==> config.mk <==
export PLATFORM = sky130hd
export DESIGN_NAME = duty_slew
export DESIGN_NICKNAME = d
export VERILOG_FILES = /design/src/rtl/duty_slew_pkg.sv /design/src/rtl/duty_slew_ch.sv /design/src/rtl/duty_slew.sv
export SDC_FILE = /design/constraint.sdc
export NUM_CORES = 1
export LEC_CHECK = 0
export BUFFER_PORTS_ARGS = -buffer_cell sky130_fd_sc_hd__buf_2
export CAP_MARGIN = 30
export CORE_ASPECT_RATIO = 1.4
export CORE_MARGIN = 5
export CORE_UTILIZATION = 30
export DETAILED_ROUTE_END_ITERATION = 16
export PLACE_DENSITY = 0.48
export SLEW_MARGIN = 15
export SYNTH_ARGS = -nofsm -noshare
export SYNTH_HDL_FRONTEND = slang
export SYNTH_SLANG_ARGS = --single-unit
==> constraint.sdc <==
create_clock -name clk -period 5.2 [get_ports clk]
set_input_delay 0.26 -clock clk [delete_from_list [all_inputs] [get_ports clk]]
set_output_delay 0.26 -clock clk [all_outputs]
set_load 0.05 [all_outputs]
==> src/rtl/duty_slew_pkg.sv <==
// Shared types and constants for the duty_slew rate limiter.
// Optional build macro: DUTY_SLEW_ESTOP_EN (adds an emergency-stop input).
package duty_slew_pkg;

    localparam int DUTY_W   = 12;
    localparam int DIFF_W   = DUTY_W + 1;
    localparam int DUTY_MAX = 2047;
    localparam int DUTY_MIN = -2047;

    typedef enum logic [1:0] {
        TRACK,
        TO_ZERO,
        HOLD
    } slew_state_t;

    typedef logic signed [DUTY_W-1:0] duty_t;
    typedef logic signed [DIFF_W-1:0] diff_t;

    // The driver magnitude is 11 bits, so the one unrepresentable value
    // (-2048) is pulled in to the symmetric limit.
    function automatic duty_t clamp_duty(input duty_t v);
        duty_t r;
        r = v;
        if (v < duty_t'(DUTY_MIN)) begin
            r = duty_t'(DUTY_MIN);
        end
        return r;
    endfunction

endpackage

==> src/rtl/duty_slew_ch.sv <==
// One duty channel: target clamp, reversal FSM, zero-dwell counter and
// the registered duty output.
// Optional build macro: DUTY_SLEW_ESTOP_EN (adds estop_i).
module duty_slew_ch
    import duty_slew_pkg::*;
#(
    parameter int STEP      = 8,
    parameter int ZERO_HOLD = 4
) (
    input  logic  clk,
    input  logic  rst,
    input  logic  tick_i,
`ifdef DUTY_SLEW_ESTOP_EN
    input  logic  estop_i,
`endif
    input  duty_t tgt_i,
    output duty_t duty_o,
    output logic  at_tgt_o
);

    localparam int    HC_W   = (ZERO_HOLD > 1) ? $clog2(ZERO_HOLD) : 1;
    localparam diff_t STEP_D = diff_t'(STEP);

    slew_state_t      state_q, state_d;
    duty_t            duty_q, duty_d;
    logic [HC_W-1:0]  hold_q, hold_d;

    duty_t tgt_c;
    diff_t duty_x, tgt_x;
    diff_t trk_diff, trk_lim, trk_sum;
    diff_t zro_diff, zro_lim, zro_sum;
    duty_t track_duty, zero_duty;
    logic  reversal, same_sign;

    // Step arithmetic in 13 bits so target-duty differences never wrap.
    always_comb begin
        tgt_c    = clamp_duty(tgt_i);
        duty_x   = {duty_q[DUTY_W-1], duty_q};
        tgt_x    = {tgt_c[DUTY_W-1], tgt_c};

        trk_diff = tgt_x - duty_x;
        if (trk_diff > STEP_D) begin
            trk_lim = STEP_D;
        end else if (trk_diff < -STEP_D) begin
            trk_lim = -STEP_D;
        end else begin
            trk_lim = trk_diff;
        end
        trk_sum    = duty_x + trk_lim;
        track_duty = trk_sum[DUTY_W-1:0];

        zro_diff = -duty_x;
        if (zro_diff > STEP_D) begin
            zro_lim = STEP_D;
        end else if (zro_diff < -STEP_D) begin
            zro_lim = -STEP_D;
        end else begin
            zro_lim = zro_diff;
        end
        zro_sum   = duty_x + zro_lim;
        zero_duty = zro_sum[DUTY_W-1:0];

        reversal  = (duty_q != '0) && (tgt_c != '0) && (tgt_c[DUTY_W-1] != duty_q[DUTY_W-1]);
        same_sign = (duty_q != '0) && (tgt_c != '0) && (tgt_c[DUTY_W-1] == duty_q[DUTY_W-1]);
    end

    // Next-state logic; the FSM only moves on ramp ticks.
    always_comb begin
        state_d = state_q;
        duty_d  = duty_q;
        hold_d  = hold_q;
        if (tick_i) begin
            case (state_q)
                TRACK: begin
                    if (reversal) begin
                        duty_d = zero_duty;
                        if (zero_duty == '0) begin
                            state_d = HOLD;
                            hold_d  = '0;
                        end else begin
                            state_d = TO_ZERO;
                        end
                    end else begin
                        duty_d = track_duty;
                    end
                end
                TO_ZERO: begin
                    if (same_sign) begin
                        state_d = TRACK;
                        duty_d  = track_duty;
                    end else begin
                        duty_d = zero_duty;
                        if (zero_duty == '0) begin
                            state_d = HOLD;
                            hold_d  = '0;
                        end
                    end
                end
                HOLD: begin
                    duty_d = '0;
                    if (hold_q == HC_W'(ZERO_HOLD - 1)) begin
                        state_d = TRACK;
                        hold_d  = '0;
                    end else begin
                        hold_d = hold_q + HC_W'(1);
                    end
                end
                default: begin
                    state_d = TRACK;
                    duty_d  = '0;
                    hold_d  = '0;
                end
            endcase
        end
`ifdef DUTY_SLEW_ESTOP_EN
        // Emergency stop wins over everything and restarts the full dwell.
        if (estop_i) begin
            state_d = HOLD;
            duty_d  = '0;
            hold_d  = '0;
        end
`endif
    end

    // Channel state registers.
    always_ff @(posedge clk or posedge rst) begin
        if (rst) begin
            state_q <= TRACK;
            duty_q  <= '0;
            hold_q  <= '0;
        end else begin
            state_q <= state_d;
            duty_q  <= duty_d;
            hold_q  <= hold_d;
        end
    end

    assign duty_o   = duty_q;
    assign at_tgt_o = (state_q == TRACK) && (duty_q == tgt_c);

endmodule

==> src/rtl/duty_slew.sv <==
// Slew-rate limiter feeding the motor driver: owns the ramp tick, the
// enable masking and the settled flag; two identical channels do the rest.
// Optional build macro: DUTY_SLEW_ESTOP_EN (adds the estop input).
module duty_slew
    import duty_slew_pkg::*;
#(
    parameter int STEP      = 8,
    parameter int TICK_DIV  = 1024,
    parameter int ZERO_HOLD = 4
) (
    input  logic              clk,
    input  logic              rst,
    input  logic              en,
`ifdef DUTY_SLEW_ESTOP_EN
    input  logic              estop,
`endif
    input  logic [DUTY_W-1:0] lft_tgt,
    input  logic [DUTY_W-1:0] rght_tgt,
    output logic [DUTY_W-1:0] lft_duty,
    output logic [DUTY_W-1:0] rght_duty,
    output logic              settled
);

    localparam int CNT_W = $clog2(TICK_DIV);

    logic [CNT_W-1:0] cnt_q, cnt_d;
    logic             tick;

    duty_t tgt_raw [2];
    duty_t tgt_eff [2];
    duty_t duty    [2];
    logic  at_tgt  [2];

    // Ramp-tick divider: tick is high for the last count of each period.
    always_comb begin
        tick  = (cnt_q == CNT_W'(TICK_DIV - 1));
        cnt_d = tick ? '0 : cnt_q + CNT_W'(1);
    end

    // Tick counter register.
    always_ff @(posedge clk or posedge rst) begin
        if (rst) begin
            cnt_q <= '0;
        end else begin
            cnt_q <= cnt_d;
        end
    end

    assign tgt_raw[0] = lft_tgt;
    assign tgt_raw[1] = rght_tgt;

    for (genvar gi = 0; gi < 2; gi++) begin : g_ch
        // Disabled channels ramp toward a zero target.
        assign tgt_eff[gi] = en ? tgt_raw[gi] : '0;

        duty_slew_ch #(
            .STEP      (STEP),
            .ZERO_HOLD (ZERO_HOLD)
        ) u_ch (
            .clk      (clk),
            .rst      (rst),
            .tick_i   (tick),
`ifdef DUTY_SLEW_ESTOP_EN
            .estop_i  (estop),
`endif
            .tgt_i    (tgt_eff[gi]),
            .duty_o   (duty[gi]),
            .at_tgt_o (at_tgt[gi])
        );
    end

    assign lft_duty  = duty[0];
    assign rght_duty = duty[1];

`ifdef DUTY_SLEW_ESTOP_EN
    assign settled = at_tgt[0] & at_tgt[1] & ~estop;
`else
    assign settled = at_tgt[0] & at_tgt[1];
`endif

endmodule

Word level (Yosys, flattened, before mapping)
Index checks and enable logic that the tools add are counted.
{ "op_classes": {"addsub": 11, "n_lt_le_gt_ge": 10, "n_eq_ne": 21, "mux": 41, "bitwise": 1, "reduce_logical": 20} }
{ "ops": {"columns": ["operator", "count"], "rows": [
  ["$mux W12", 16],
  ["$gt A13 B5 Y1 const B", 4],
  ["$lt A13 B4 Y1 const B", 4],
  ["$add A12 B12 Y12", 4],
  ["$pmux W12 S2", 2],
  ["$reduce_bool A12 Y1", 4],
  ["$mux W2", 18],
  ["$neg A12 Y13", 2],
  ["$sub A12 B12 Y13", 2],
  ["$eq A12 B12 Y1", 2],
  ["$logic_not A12 Y1", 2],
  ["$lt A12 B12 Y1 const B", 2],
  ["$pmux W2 S3", 4],
  ["$add A10 B1 Y10 const B", 1],
  ["$eq A10 B10 Y1 const B", 1],
  ["$mux W10", 1],
  ["$eq A2 B2 Y1 const B", 4],
  ["$logic_and A1 B1 Y1", 8],
  ["$ne A2 B1 Y1 const B", 4],
  ["$reduce_and A4 Y1", 2],
  ["$ne A3 B1 Y1 const B", 2],
  ["$reduce_and A3 Y1", 2],
  ["$add A2 B1 Y2 const B", 2],
  ["$eq A2 B1 Y1 const B", 2],
  ["5 further kinds", 9]
]} }
{ "word_totals": {"ff_bits": 42, "inputBits": 27, "out_inout_bits": 25, "wordCells": 111} }

Longest topological paths before layout
{ "logic_depth": {"word_depth": 10, "ltp_mapped": 28, "ltp_nobuf": 27} }

By module
A second synthesis with hierarchy kept.
{ "hier_totals": {"cells_unflattened": 870, "hier_area_um2": 6856.6} }
{ "by_module_without_submodules": {"columns": ["mod", "instances", "cells_each", "area_each_um2"], "rows": [
  ["duty_slew_ch at g_ch[0].u_ch", 1, 399, 3136.8],
  ["duty_slew_ch at g_ch[1].u_ch", 1, 403, 3103.0],
  ["duty_slew", 1, 68, 616.8]
]} }

Worst setup path before layout
Ideal clock, no wire load.
{ "synth_timing": {"path_kind": "input -> register", "startpoint": "input port rght_tgt[7]", "endpoint": "register g_ch[1].u_ch.duty_q[10]", "setup_ns": 0.132, "arrival_ns": 5.692, "required_time_ns": 5.068, "slack_ns": -0.624, "cell_stages": 26, "n_path_buf": 1, "cell_sequence": "or4_1 -> nor4_1 -> a21o_1 -> ha_1 -> a21oi_1 -> ha_1 -> inv_1 -> fa_1 -> a211o_1 -> a21o_1 -> and3b_1 -> buf_6 -> o21ai_2 -> o31ai_1 -> or3_1 -> or3_4 -> o32ai_1 -> ha_1 -> a21o_1 -> a21oi_1 -> o21ai_0 -> o41ai_1 -> o21ai_0 -> xor2_1 -> a21oi_1 -> o31ai_1"} }
{ "synth_via": {"elab_chain_cells": 10} }
{ "synth_lines": {"columns": ["element", "line", "text"], "rows": [
  ["from (decl)", "duty_slew.sv:18", "input logic [DUTY_W-1:0] rght_tgt,"],
  ["$mux W12 (*)", "duty_slew.sv:54", "assign tgt_eff[gi] = en ? tgt_raw[gi] : '0;"],
  ["$lt A12 B12 Y1", "duty_slew_pkg.sv:24", "if (v < duty_t'(DUTY_MIN)) begin"],
  ["$mux W12 (*)", "duty_slew_pkg.sv:24", null],
  ["$sub A12 B12 Y13", "duty_slew_ch.sv:41", "trk_diff = tgt_x - duty_x;"],
  ["$lt A13 B4 Y1", "duty_slew_ch.sv:44", "end else if (trk_diff < -STEP_D) begin"],
  ["$mux W12", "duty_slew_ch.sv:44", null],
  ["$mux W12", "duty_slew_ch.sv:42", "if (trk_diff > STEP_D) begin"],
  ["$add A12 B12 Y12", "duty_slew_ch.sv:49", "trk_sum = duty_x + trk_lim;"],
  ["$mux W12, on equally long branches", "duty_slew_ch.sv:88, duty_slew_ch.sv:75", null],
  ["$pmux W12 S2 (*)", "duty_slew_ch.sv:73", "case (state_q)"],
  ["to (signal assigned)", "duty_slew_ch.sv:133", "duty_q <= duty_d;"],
  ["to (decl)", "duty_slew_ch.sv:25", "duty_t duty_q, duty_d;"]
]} }
Mark *: on every way between the ends. The rest lies on a longest branch, timed or not.
A chain may end at the register's enable or synchronous reset.

Worst setup path in the final report
{ "layout_timing": {"startpoint": "input port rght_tgt[7]", "endpoint": "register g_ch[1].u_ch.duty_q[11]"} }
Same word-level chain as after synthesis.

==> results.toml <==
[worst_setup_path]
max_stage_delay_ps = 530
worstPathArrival_ps = 5630
endpoint_kind = "flip-flop"
crit_type = "primary input to flip-flop"
reg2reg_depth = 21
r2r_start = "g_ch[1].u_ch.duty_o[0]$_DFFE_PP0N_"
cp-start-kind = "primary input"
cp_slowest_cell = "or4_4"
crit-reg2reg-capture = "g_ch[1].u_ch.hold_q[0]$_DFFE_PP0P_"
cp.depth = 26
crit_top_cell = "a21o_1"
r2r_slack_ps = 200
path_max_fanout = 3
crit_family = "compound AO/OA/AOI/OAI gates"
path_buf_inv = 2
crit_required_ps = 5420

[sta]
tightest_slew_ps = 795
fmax_ghz = 0.185
finalHoldViolCount = 0
slew_headroom = 0.459
skew_ps = 9.88
slew_violations = 0
holdWs_ps = 465
finalCritPeriodShare = 1.04
min_period_ps = 5420
tns_ps = -794
grt_setup_unrepaired = "yes"
layout_setup_ws_ps = -215
setup_viol = 5

[cts]
cts.sinks = 42
cts_buffers = 5
cts-root-buf = "clkbuf_16"
clkTransAtPathRegs_ps = 70
htree_num_levels = 2
clk_latency_ps = 300
cts_tree = "yes"
cts_buffer_depth = 2

[layout]
ff_latch_area_sq_um = 1050
nFillCells = 2203
layout-drive-gt1-share = 0.314
fin_area_sq_um = 8700
nNetsFinal = 1122
syn_to_final_growth_pct = 37.5
insertedDiodeCount = 0
multi_input_area_sq_um = 5440

[run_status]
failed_checks = "negative setup slack"
status = "finished with violations"

[placed_design]
port_buffers = 51
placed_cell_area_sq_um = 8010
dp_slack_ps = -781
routabilityCongestion = 0.857
hpwlAfterDp_mm = 18.1

[yosys]
post-synth-top-count-cell = "ha_1"
syn-num-nets = 924
synth_edf_count = 0
synth.largest_area_cell = "dfrtp_1"
synth-seq-cells = 42
synth_warnings = 0
synth.top_cell.area_share = 0.166
synth_fa_ha_area_frac = 0.171
synth_area_leaders = "dfrtp_1 17%, ha_1 15%, xnor2_1 6.2%, a21oi_1 4.3%, nor2_1 3.9%"
syn_avg_cell_area_sq_um = 7.78
synth_area_sq_um = 6330
synth_mux_area_frac = 0.0397
yosys.area_share.simple = 0.234
synth_cells = 814
synthFlopType = "dfrtp_1"
synth.distinct_cells = 71
synth_xor_area_frac = 0.0899
ys_async_sr_fraction = 1.00
synthTopCellsByCount = "77 x ha_1, 66 x nor2_1, 55 x a21oi_1"
synth_top_family_by_area = "compound AO/OA/AOI/OAI gates"
synth_compound_area_frac = 0.256
yosysSeqAreaShare = 0.166

[global_route]
grt_first_pass_wirelength_mm = 35.1
grt_overflow = 0
antenna_found_initial = 0
grt_max_degree = 31
grt_pass1_vias = 7050
grt.total_usage = 0.179

[drt]
vias_per_cell = 5.36
drt_iter0_drc = 310
drt_wl_total_mm = 22.0
via_count = 6822
drtPass1Iterations = 5
wl_per_cell_um = 17.3
antenna_left = 0
drc = 0

[floorplanning]
die_h_um = 182
fp.dieW_um = 133
fp-row-count = 63
core_sq_um = 21000
die_area_sq_um = 24100
ios = 52
start_util = 0.302

[power_and_ir_drop]
p_total_mw = 1.29
power_density_nw_per_um2 = 149
peakVddDrop_mv = 0.159
p_leak_nw = 3.89

[worst_hold_path]
hp-class = "primary input to async pin"

[run]
maxCapViolCount = 0
## per-stage QoR
step | instances | util
6_report | 1273 | 0.415
5_1_grt | 1273 | 0.415
4_1_cts | 1267 | 0.404
3_5_place_dp | 1247 | 0.382
3_3_place_gp | 1245 | 0.380
2_1_floorplan | 814 | -
## sequential cells by signal, indices dropped and copies added, names as in the netlist
signal / cells
cnt_q: 10
g_ch.u_ch.duty_o: 24
g_ch.u_ch.hold_q: 4
g_ch.u_ch.state_q: 4
## area by class of cell
class | instances | area share
Tap cell | 260 | 0.0374
Multi-Input combinational cell | 703 | 0.625
Inverter | 46 | 0.0203
Clock buffer | 6 | 0.0148
Clock inverter | 2 | 0.00431
Sequential cell | 42 | 0.121
Timing Repair Buffer | 214 | 0.178
## layout by cell type (no fill, tap or decap), types with 19 or more instances in the layout
cell and instances:
xnor2_1 43, mux2i_1 19, nand3_1 22, ha_1 70
a21oi_1 45, buf_2 46, xor2_1 19, nor2_1 65
o21ai_0 36, a21o_1 27, nor3_1 29, dfrtp_1 42
buf_4 156, o22ai_1 19, inv_1 41, nand2_1 50
and2_1 23
## how the worst max path moves through the flow
stage	start	to	slack, ps
floorplan	rght_tgt[7]	g_ch[1].u_ch.duty_o[10]$_DFFE_PP0N_	-360
global placement	lft_tgt[8]	g_ch[0].u_ch.duty_o[10]$_DFFE_PP0N_	-830
detailed placement	lft_tgt[1]	g_ch[0].u_ch.duty_o[10]$_DFFE_PP0N_	-780
CTS	rght_tgt[7]	g_ch[1].u_ch.duty_o[11]$_DFFE_PP0N_	-220
global route	rght_tgt[7]	g_ch[1].u_ch.duty_o[10]$_DFFE_PP0N_	-490
finish	rght_tgt[7]	g_ch[1].u_ch.duty_o[11]$_DFFE_PP0N_	-220
## worst register-to-register path: stages (launching register included)
cell     delay (ps)
dfrtp_1         380
inv_1           130
ha_1            200
or3b_2          520
nor2_1          130
buf_4           190
xnor2_1         130
nor3_1           60
a31oi_1         200
nor3_2           90
a32oi_2         330
nor2_1           80
ha_1            230
fa_1            410
xor2_1          190
or3_1           340
nor3_1          200
buf_4           160
nor4b_1         340
buf_4           190
nand4_1         120
a31o_2          270
## where the power goes
part,switching (mW),internal (mW)
registers,0.00232,0.328
clock network,0.151,0.227
logic,0.299,0.285
total,0.452,0.841
## routing by layer
layer  up-vias  global-route usage  wire length (um)
li1       3437                   -                 -
met1      3223               0.194              8740
met5         -                   0                 0
met3        37              0.0136               501
met2       125               0.358             12000
met4         0              0.0620               720
## what timing repair did
item | in CTS | in global routing
resized for setup | 46 | 42
endpoints found under the hold margin | 12 | 0
gates cloned | 1 | 0
hold buffers | 1 | 0
setup buffers | 10 | 7
pin swaps | 35 | 44
setup endpoints to repair | 15 | 22
## logic make-up after synthesis
kind of cell / count (synthesis)
and+or+nand+nor: 284
AOI/OAI and AO/OA: 247
adders and majority gates: 83
buffers and inverters: 69
xor gates and xnor gates: 65
DFF: 42
muxes: 24
No activity file was read; power rests on OpenSTA's default activity.
